`config.mk`:
```
export PLATFORM = sky130hd
export DESIGN_NAME = modport_core
export DESIGN_NICKNAME = d
export VERILOG_FILES = /design/src/rtl/modport_core.sv
export SDC_FILE = /design/constraint.sdc
export NUM_CORES = 2
export LEC_CHECK = 0
export ABC_AREA = 1
export CELL_PAD_IN_SITES_DETAIL_PLACEMENT = 1
export CELL_PAD_IN_SITES_GLOBAL_PLACEMENT = 2
export CORE_UTILIZATION = 42
export CTS_BUF_LIST = sky130_fd_sc_hd__clkbuf_4 sky130_fd_sc_hd__clkbuf_8
export DETAILED_ROUTE_END_ITERATION = 6
export MAX_ROUTING_LAYER = met4
export PLACE_DENSITY_LB_ADDON = 0.1
export SLEW_MARGIN = 10
export SYNTH_ARGS = -nofsm -noshare
export SYNTH_HDL_FRONTEND = slang
export SYNTH_SLANG_ARGS = --single-unit
```
`constraint.sdc`:
```
create_clock -name clk -period 7.6 [get_ports clk]
set_input_delay 1.52 -clock clk [delete_from_list [all_inputs] [get_ports clk]]
set_output_delay 1.52 -clock clk [all_outputs]
set_load 0.01 [all_outputs]
```
`src/rtl/modport_core.sv`:
```
// modport_core: stride-1, zero-padded, same-size 2D convolution core.
// Feature map and weights live in internal memories loaded over a paired
// address/data handshake; a start pulse streams one MAC per cycle and emits
// each saturated result with its (x, y, output channel) coordinates.
// Optional macro RELU_EN: negative saturated results are clamped to zero.
module modport_core #(
  parameter int DATA_WIDTH         = 16,
  parameter int FEATURE_MAP_WIDTH  = 8,
  parameter int FEATURE_MAP_HEIGHT = 8,
  parameter int INPUT_NB_CHANNELS  = 2,
  parameter int OUTPUT_NB_CHANNELS = 4,
  parameter int KERNEL_SIZE        = 3,
  parameter int OUTPUT_SHIFT       = 0
) (
  input  logic                                  clk,
  input  logic                                  rst,
  input  logic                                  int_mem_we,
  input  logic [DATA_WIDTH-1:0]                 a_input,
  input  logic                                  a_valid,
  output logic                                  a_ready,
  input  logic [DATA_WIDTH-1:0]                 b_input,
  input  logic                                  b_valid,
  output logic                                  b_ready,
  input  logic                                  start,
  output logic                                  running,
  output logic [DATA_WIDTH-1:0]                 output_data,
  output logic                                  output_valid,
  output logic [$clog2(FEATURE_MAP_WIDTH)-1:0]  output_x,
  output logic [$clog2(FEATURE_MAP_HEIGHT)-1:0] output_y,
  output logic [$clog2(OUTPUT_NB_CHANNELS)-1:0] output_ch
);

  localparam int DW       = DATA_WIDTH;
  localparam int W        = FEATURE_MAP_WIDTH;
  localparam int H        = FEATURE_MAP_HEIGHT;
  localparam int CIN      = INPUT_NB_CHANNELS;
  localparam int COUT     = OUTPUT_NB_CHANNELS;
  localparam int K        = KERNEL_SIZE;
  localparam int P        = (K - 1) / 2;
  localparam int FM_WORDS = W * H * CIN;
  localparam int WT_WORDS = COUT * CIN * K * K;
  localparam int XW       = $clog2(W);
  localparam int YW       = $clog2(H);
  localparam int CW       = $clog2(COUT);
  localparam int IW       = (CIN > 1) ? $clog2(CIN) : 1;
  localparam int KW       = (K > 1) ? $clog2(K) : 1;
  localparam int FAW      = $clog2(FM_WORDS);
  localparam int WAW      = $clog2(WT_WORDS);
  localparam int ACC_W    = 2 * DW + $clog2(K * K * CIN);

  localparam logic signed [ACC_W-1:0] SAT_MAX = $signed({{(ACC_W-DW+1){1'b0}}, {(DW-1){1'b1}}});
  localparam logic signed [ACC_W-1:0] SAT_MIN = $signed({{(ACC_W-DW+1){1'b1}}, {(DW-1){1'b0}}});

  typedef enum logic {IDLE, RUN} state_t;

  // Side-band travelling with each tap through the one-cycle read stage
  typedef struct packed {
    logic          first;
    logic          last;
    logic          pad;
    logic          pt_last;
    logic [XW-1:0] x;
    logic [YW-1:0] y;
    logic [CW-1:0] co;
  } tag_t;

  state_t               state, state_nxt;
  logic [CW-1:0]        co;
  logic [YW-1:0]        y;
  logic [XW-1:0]        x;
  logic [IW-1:0]        ci;
  logic [KW-1:0]        ky, kx;
  logic                 wb, done, issue;
  logic                 tap_first, tap_last, pt_last;
  int                   iy, ix;
  logic                 pad;
  logic [FAW-1:0]       f_addr;
  logic [WAW-1:0]       w_addr;
  logic signed [DW-1:0] fmem [FM_WORDS];
  logic signed [DW-1:0] wmem [WT_WORDS];
  logic signed [DW-1:0] f_q, w_q;
  logic [31:0]          a_ext;
  logic                 wr_en, fm_we, wt_we;
  tag_t                 tag_d, tag_q;
  logic [1:0]           vld_pipe;
  logic signed [2*DW-1:0]  prod;
  logic signed [ACC_W-1:0] prod_ext, acc, acc_nxt, acc_sh;
  logic signed [DW-1:0] res;
  logic                 out_last;

  assign running      = (state == RUN);
  assign output_valid = vld_pipe[1];

  // State register
  always_ff @(posedge clk) begin
    if (rst) state <= IDLE;
    else     state <= state_nxt;
  end

  // Next state and load handshake; ready never looks at the valids
  always_comb begin
    state_nxt = state;
    a_ready   = 1'b0;
    b_ready   = 1'b0;
    case (state)
      IDLE: begin
        a_ready = int_mem_we;
        b_ready = int_mem_we;
        if (start && !int_mem_we) state_nxt = RUN;
      end
      RUN: begin
        // Leave only once the final result strobe has been presented
        if (output_valid && out_last) state_nxt = IDLE;
      end
      default: state_nxt = IDLE;
    endcase
  end

  // Write decode: out-of-range addresses are acknowledged but dropped
  assign a_ext = 32'(a_input);
  assign wr_en = a_valid & a_ready & b_valid & b_ready;
  assign fm_we = wr_en && (a_ext < 32'(FM_WORDS));
  assign wt_we = wr_en && (a_ext >= 32'(FM_WORDS)) && (a_ext < 32'(FM_WORDS + WT_WORDS));

  assign tap_first = (ci == '0) && (ky == '0) && (kx == '0);
  assign tap_last  = (ci == IW'(CIN-1)) && (ky == KW'(K-1)) && (kx == KW'(K-1));
  assign pt_last   = (co == CW'(COUT-1)) && (y == YW'(H-1)) && (x == XW'(W-1));
  assign issue     = (state == RUN) && !done && !wb;

  // Loop counters: co, y, x outer; ci, ky, kx inner; one idle slot per point
  always_ff @(posedge clk) begin
    if (rst || state != RUN) begin
      co <= '0; y <= '0; x <= '0; ci <= '0; ky <= '0; kx <= '0;
      wb <= 1'b0; done <= 1'b0;
    end else if (!done) begin
      if (wb) begin
        wb <= 1'b0;
        if (x == XW'(W-1)) begin
          x <= '0;
          if (y == YW'(H-1)) begin
            y  <= '0;
            co <= co + 1'b1;
          end else begin
            y <= y + 1'b1;
          end
        end else begin
          x <= x + 1'b1;
        end
      end else if (tap_last) begin
        ci <= '0; ky <= '0; kx <= '0;
        if (pt_last) done <= 1'b1;
        else         wb   <= 1'b1;
      end else if (kx == KW'(K-1)) begin
        kx <= '0;
        if (ky == KW'(K-1)) begin
          ky <= '0;
          ci <= ci + 1'b1;
        end else begin
          ky <= ky + 1'b1;
        end
      end else begin
        kx <= kx + 1'b1;
      end
    end
  end

  // Tap addressing; padded taps read word 0 and are masked at the MAC
  always_comb begin
    iy     = int'(y) + int'(ky) - P;
    ix     = int'(x) + int'(kx) - P;
    pad    = (iy < 0) || (iy >= H) || (ix < 0) || (ix >= W);
    f_addr = pad ? '0 : FAW'((int'(ci) * H + iy) * W + ix);
    w_addr = WAW'(((int'(co) * CIN + int'(ci)) * K + int'(ky)) * K + int'(kx));
    tag_d  = '{first: tap_first, last: tap_last, pad: pad, pt_last: pt_last,
               x: x, y: y, co: co};
  end

  // Feature memory: load writes, synchronous run-time read
  always_ff @(posedge clk) begin
    if (fm_we) fmem[FAW'(a_ext)] <= b_input;
    f_q <= fmem[f_addr];
  end

  // Weight memory: load writes, synchronous run-time read
  always_ff @(posedge clk) begin
    if (wt_we) wmem[WAW'(a_ext - 32'(FM_WORDS))] <= b_input;
    w_q <= wmem[w_addr];
  end

  // Tag follows the read data by one cycle
  always_ff @(posedge clk) begin
    tag_q <= tag_d;
  end

  // MAC, shift, saturate (and optional clamp of negatives)
  always_comb begin
    prod     = f_q * w_q;
    prod_ext = tag_q.pad ? '0 : $signed({{(ACC_W-2*DW){prod[2*DW-1]}}, prod});
    acc_nxt  = (tag_q.first ? '0 : acc) + prod_ext;
    acc_sh   = acc_nxt >>> OUTPUT_SHIFT;
    if (acc_sh > SAT_MAX)      res = {1'b0, {(DW-1){1'b1}}};
    else if (acc_sh < SAT_MIN) res = {1'b1, {(DW-1){1'b0}}};
    else                       res = acc_sh[DW-1:0];
`ifdef RELU_EN
    if (res[DW-1]) res = '0;
`else
`endif
  end

  // Accumulate and register the result on the last tap of each point
  always_ff @(posedge clk) begin
    if (rst) begin
      vld_pipe    <= '0;
      acc         <= '0;
      output_data <= '0;
      output_x    <= '0;
      output_y    <= '0;
      output_ch   <= '0;
      out_last    <= 1'b0;
    end else begin
      vld_pipe <= {vld_pipe[0] & tag_q.last, issue};
      if (vld_pipe[0]) acc <= acc_nxt;
      if (vld_pipe[0] && tag_q.last) begin
        output_data <= res;
        output_x    <= tag_q.x;
        output_y    <= tag_q.y;
        output_ch   <= tag_q.co;
        out_last    <= tag_q.pt_last;
      end
    end
  end

endmodule

```
==> impl_metrics.env <==
export IMPL_drtIter0Drc=8660
export IMPL_clk_path_buf_depth=4
export IMPL_top_layer="met4"
export IMPL_critPathArrivalTime_ns=8.86
export IMPL_slew_violations=0
export IMPL_wirelength_um=484000
export IMPL_final_setup_tns_ns=-1.70
export IMPL_worstHoldPathCells=0
export IMPL_root_buffer="clkbuf_8"
export IMPL_grt_max_degree=177
export IMPL_dr_total_vias=101000
export IMPL_die_x_um=587
export IMPL_max_slew_worst_pin_slew_ns=1.30
export IMPL_synth_area_leaders="edfxtp_1 67%, nand3_1 6.0%, nand2_1 5.9%"
export IMPL_cp_max_fo=6
export IMPL_drcViolationCount=0
export IMPL_initial_utilization_pct=42.3
export IMPL_pwr_share_clk_pct=35.9
export IMPL_cpMaxStageDelayCell="fa_2"
export IMPL_min_period_ns=7.78
export IMPL_powerDensity_mw_per_mm2=263
export IMPL_dieArea_mm2=0.345
export IMPL_crit_top_cell="buf_4"
export IMPL_avgSynthCellArea_um2=11.9
export IMPL_route_met3_wl_um=26900
export IMPL_relSlewSlack_pct=12.3
export IMPL_ctsHtreeMaxLevel=6
export IMPL_dpl_hpwl_um=290000
export IMPL_netSwitchingFraction_pct=27.2
export IMPL_crit_type="reg2reg"
export IMPL_vdd_ir_drop_max_v=0.000452
export IMPL_viasPerCell=5.68
export IMPL_antenna_left=0
export IMPL_track_usage_pct=28.3
export IMPL_synth_top_area_cell="edfxtp_1"
export IMPL_synth_fp_nets=12600
export IMPL_cts_tree="done"
export IMPL_m1WireLength_um=211000
export IMPL_p_switching_mw=12.0
export IMPL_violations="setup timing"
export IMPL_endpoint_kind="flop"
export IMPL_fmax_mhz=129
export IMPL_wl_met2_um=232000
export IMPL_cts_made_buffers=572
export IMPL_multiInputGateArea_mm2=0.0415
export IMPL_syn2layout_area_growth_pct=16.1
export IMPL_min_period_over_period_pct=102
export IMPL_finalHoldViolations=0
export IMPL_clk_pin_slew_ns=0.06
export IMPL_num_rows=214
export IMPL_dr_pass1_iters=5
export IMPL_wl_per_cell_um=27.3
export IMPL_yosysWarnings=0
export IMPL_cpPeakStageDelay_ns=0.62
export IMPL_maxCapViolCount=0
export IMPL_port_buffer_count=65
export IMPL_clk_latency_ns=1.21
export IMPL_syn_cell_area_mm2=0.144
export IMPL_globalplace_congestion=0.862
export IMPL_core_area_mm2=0.340
export IMPL_finalPower_mw=44.0
export IMPL_pwr_share_comb_pct=18.4
export IMPL_final_cell_mix="3200 x edfxtp_1, 2162 x nand2_1, 1694 x nand3_1"
export IMPL_required_ns=8.69
export IMPL_grt_pass1_vias=105000
export IMPL_final_common_cell="edfxtp_1"
export IMPL_fill_cells=35200
export IMPL_finalSetupViolCount=16
export IMPL_antenna_found_initial=25
export IMPL_pwr_share_seq_pct=45.7
export IMPL_drive_above_1_share_pct=16.3
export IMPL_p_leak_nw=59.6
export IMPL_fp_dieH_um=587
export IMPL_io_pins=66
export IMPL_grt_pass1_wl_um=706000
export IMPL_synth_top_area_share_pct=66.7
export IMPL_netlist_instances=12100
export IMPL_yosysUniqueCellTypes=40
export IMPL_clock_skew_ns=0.120
export IMPL_status="complete, but fails checks"
export IMPL_internal_power_mw=32.0
export IMPL_ctsHoldBuffers=0
export IMPL_finalWorstSetupSlack_ns=-0.176
export IMPL_startpoint_type="flop"
export IMPL_rsz0062_at_grt="yes"
export IMPL_cts_sinks=3324
export IMPL_ys_seq_area_share_pct=68.5
export IMPL_regArea_mm2=0.0986
export IMPL_synth_seq_cells=3324
export IMPL_grt_ovfl_total=0
export IMPL_nets=13200
export IMPL_hp_class="reg2reg"
export IMPL_reg2regPathDepth=43
==> final timing paths <==
check | startpoint | end | slack [ns]
worst max register to register | f_q[5] | acc[35] | -0.18
worst min register to register | x[1] | tag_q[6] | 0.38
worst max-delay path | f_q[5] | acc[35] | -0.18
worst min-delay path | x[1] | tag_q[6] | 0.38
==> metal layers <==
metal | global-route usage (%) | up-vias
li1 | - | 44700
met1 | 37.9 | 52600
met2 | 45.7 | 2922
met3 | 3.33 | 692
met4 | 8.03 | 0
met5 | - | -
==> per-stage QoR <==
stage | area, um2 | util (%) | hold slack (ns) | std cells | worst slack [ns]
floorplan | 144000 | - | 0.355 | 12100 | 0.0143
global placement | 154000 | 45.2 | 0.367 | 16700 | -0.679
detailed placement | 154000 | 45.2 | 0.368 | 16700 | -0.759
CTS | 166000 | 48.8 | 0.377 | 17700 | -0.128
global route | 167000 | 49.1 | 0.387 | 17700 | -0.460
finish | 167000 | 49.1 | 0.378 | 17700 | -0.176
==> cell usage after synthesis (all sizes together) <==
cell    number
xnor2       13
o211ai      36
xor2        30
o31ai        1
o21ai      753
inv        729
or2          5
a31oi        9
a41o         1
a21oi      154
nand3b       1
buf        247
dfxtp      124
clkbuf     542
nand2     2256
o22ai      616
nor3        25
a31o         1
o221a       10
fa         270
nand3     1713
clkinv       4
ha         150
nor2      1004
a21o         6
o21bai       6
nand4       20
o221ai     175
a211oi       6
edfxtp    3200
and2         2
o21a        11
a21boi       1
nor4         4
==> kinds of logic after synthesis <==
group,count (synthesis),share of synthesized area [%]
flip-flops,3324,68.5
XOR/XNOR,43,0.262
AO/OA/AOI/OAI,1786,7.38
AND/OR/NAND/NOR,5030,14.7
buffers and inverters,1522,4.14
adder cells (fa/ha/maj),420,5.06
==> state kept, by name, summed over array words and instances, names as in the netlist, 3 cells and up <==
name,count
f_q,16
y,3
w_q,16
output_y,3
acc,37
fmem,2048
output_data,16
output_x,3
tag_q,12
x,3
wmem,1152
==> final cells by class <==
type	count	share of cell area, %
repair buffers	879	4.61
clock buffers	790	5.73
multi-input cells	7279	24.8
flip-flops and latches	3324	59.0
inverters	733	1.68
clock inverters	199	0.732
well taps	4536	3.40
diodes	9	0.0135
==> power by group through the flow <==
stage	clock [mW]	sequential (mW)	combinational [mW]
6_report	15.8	20.1	8.11
5_1_grt	16.8	20.1	8.86
4_1_cts	16.1	20.1	7.40
3_5_place_dp	0	20.5	5.97
3_3_place_gp	0	20.5	5.93
2_1_floorplan	0	20.5	2.98
==> what timing repair did <==
action / CTS / global route
resized for setup: 363 / 209
endpoints found under the setup margin: 27 / 23
setup buffers: 48 / 22
pin swaps: 128 / 133
gates cloned: 1 / 0
==> worst max-delay path, delay by kind of cell, from the launching register on <==
kind,cells,cell delay (ns)
simple gates,12,1.10
buf+inv,18,2.09
compound gates,5,0.67
fa+ha+maj,8,3.55
flops,1,0.33
Note: power is estimated with default switching activity, not from simulation.
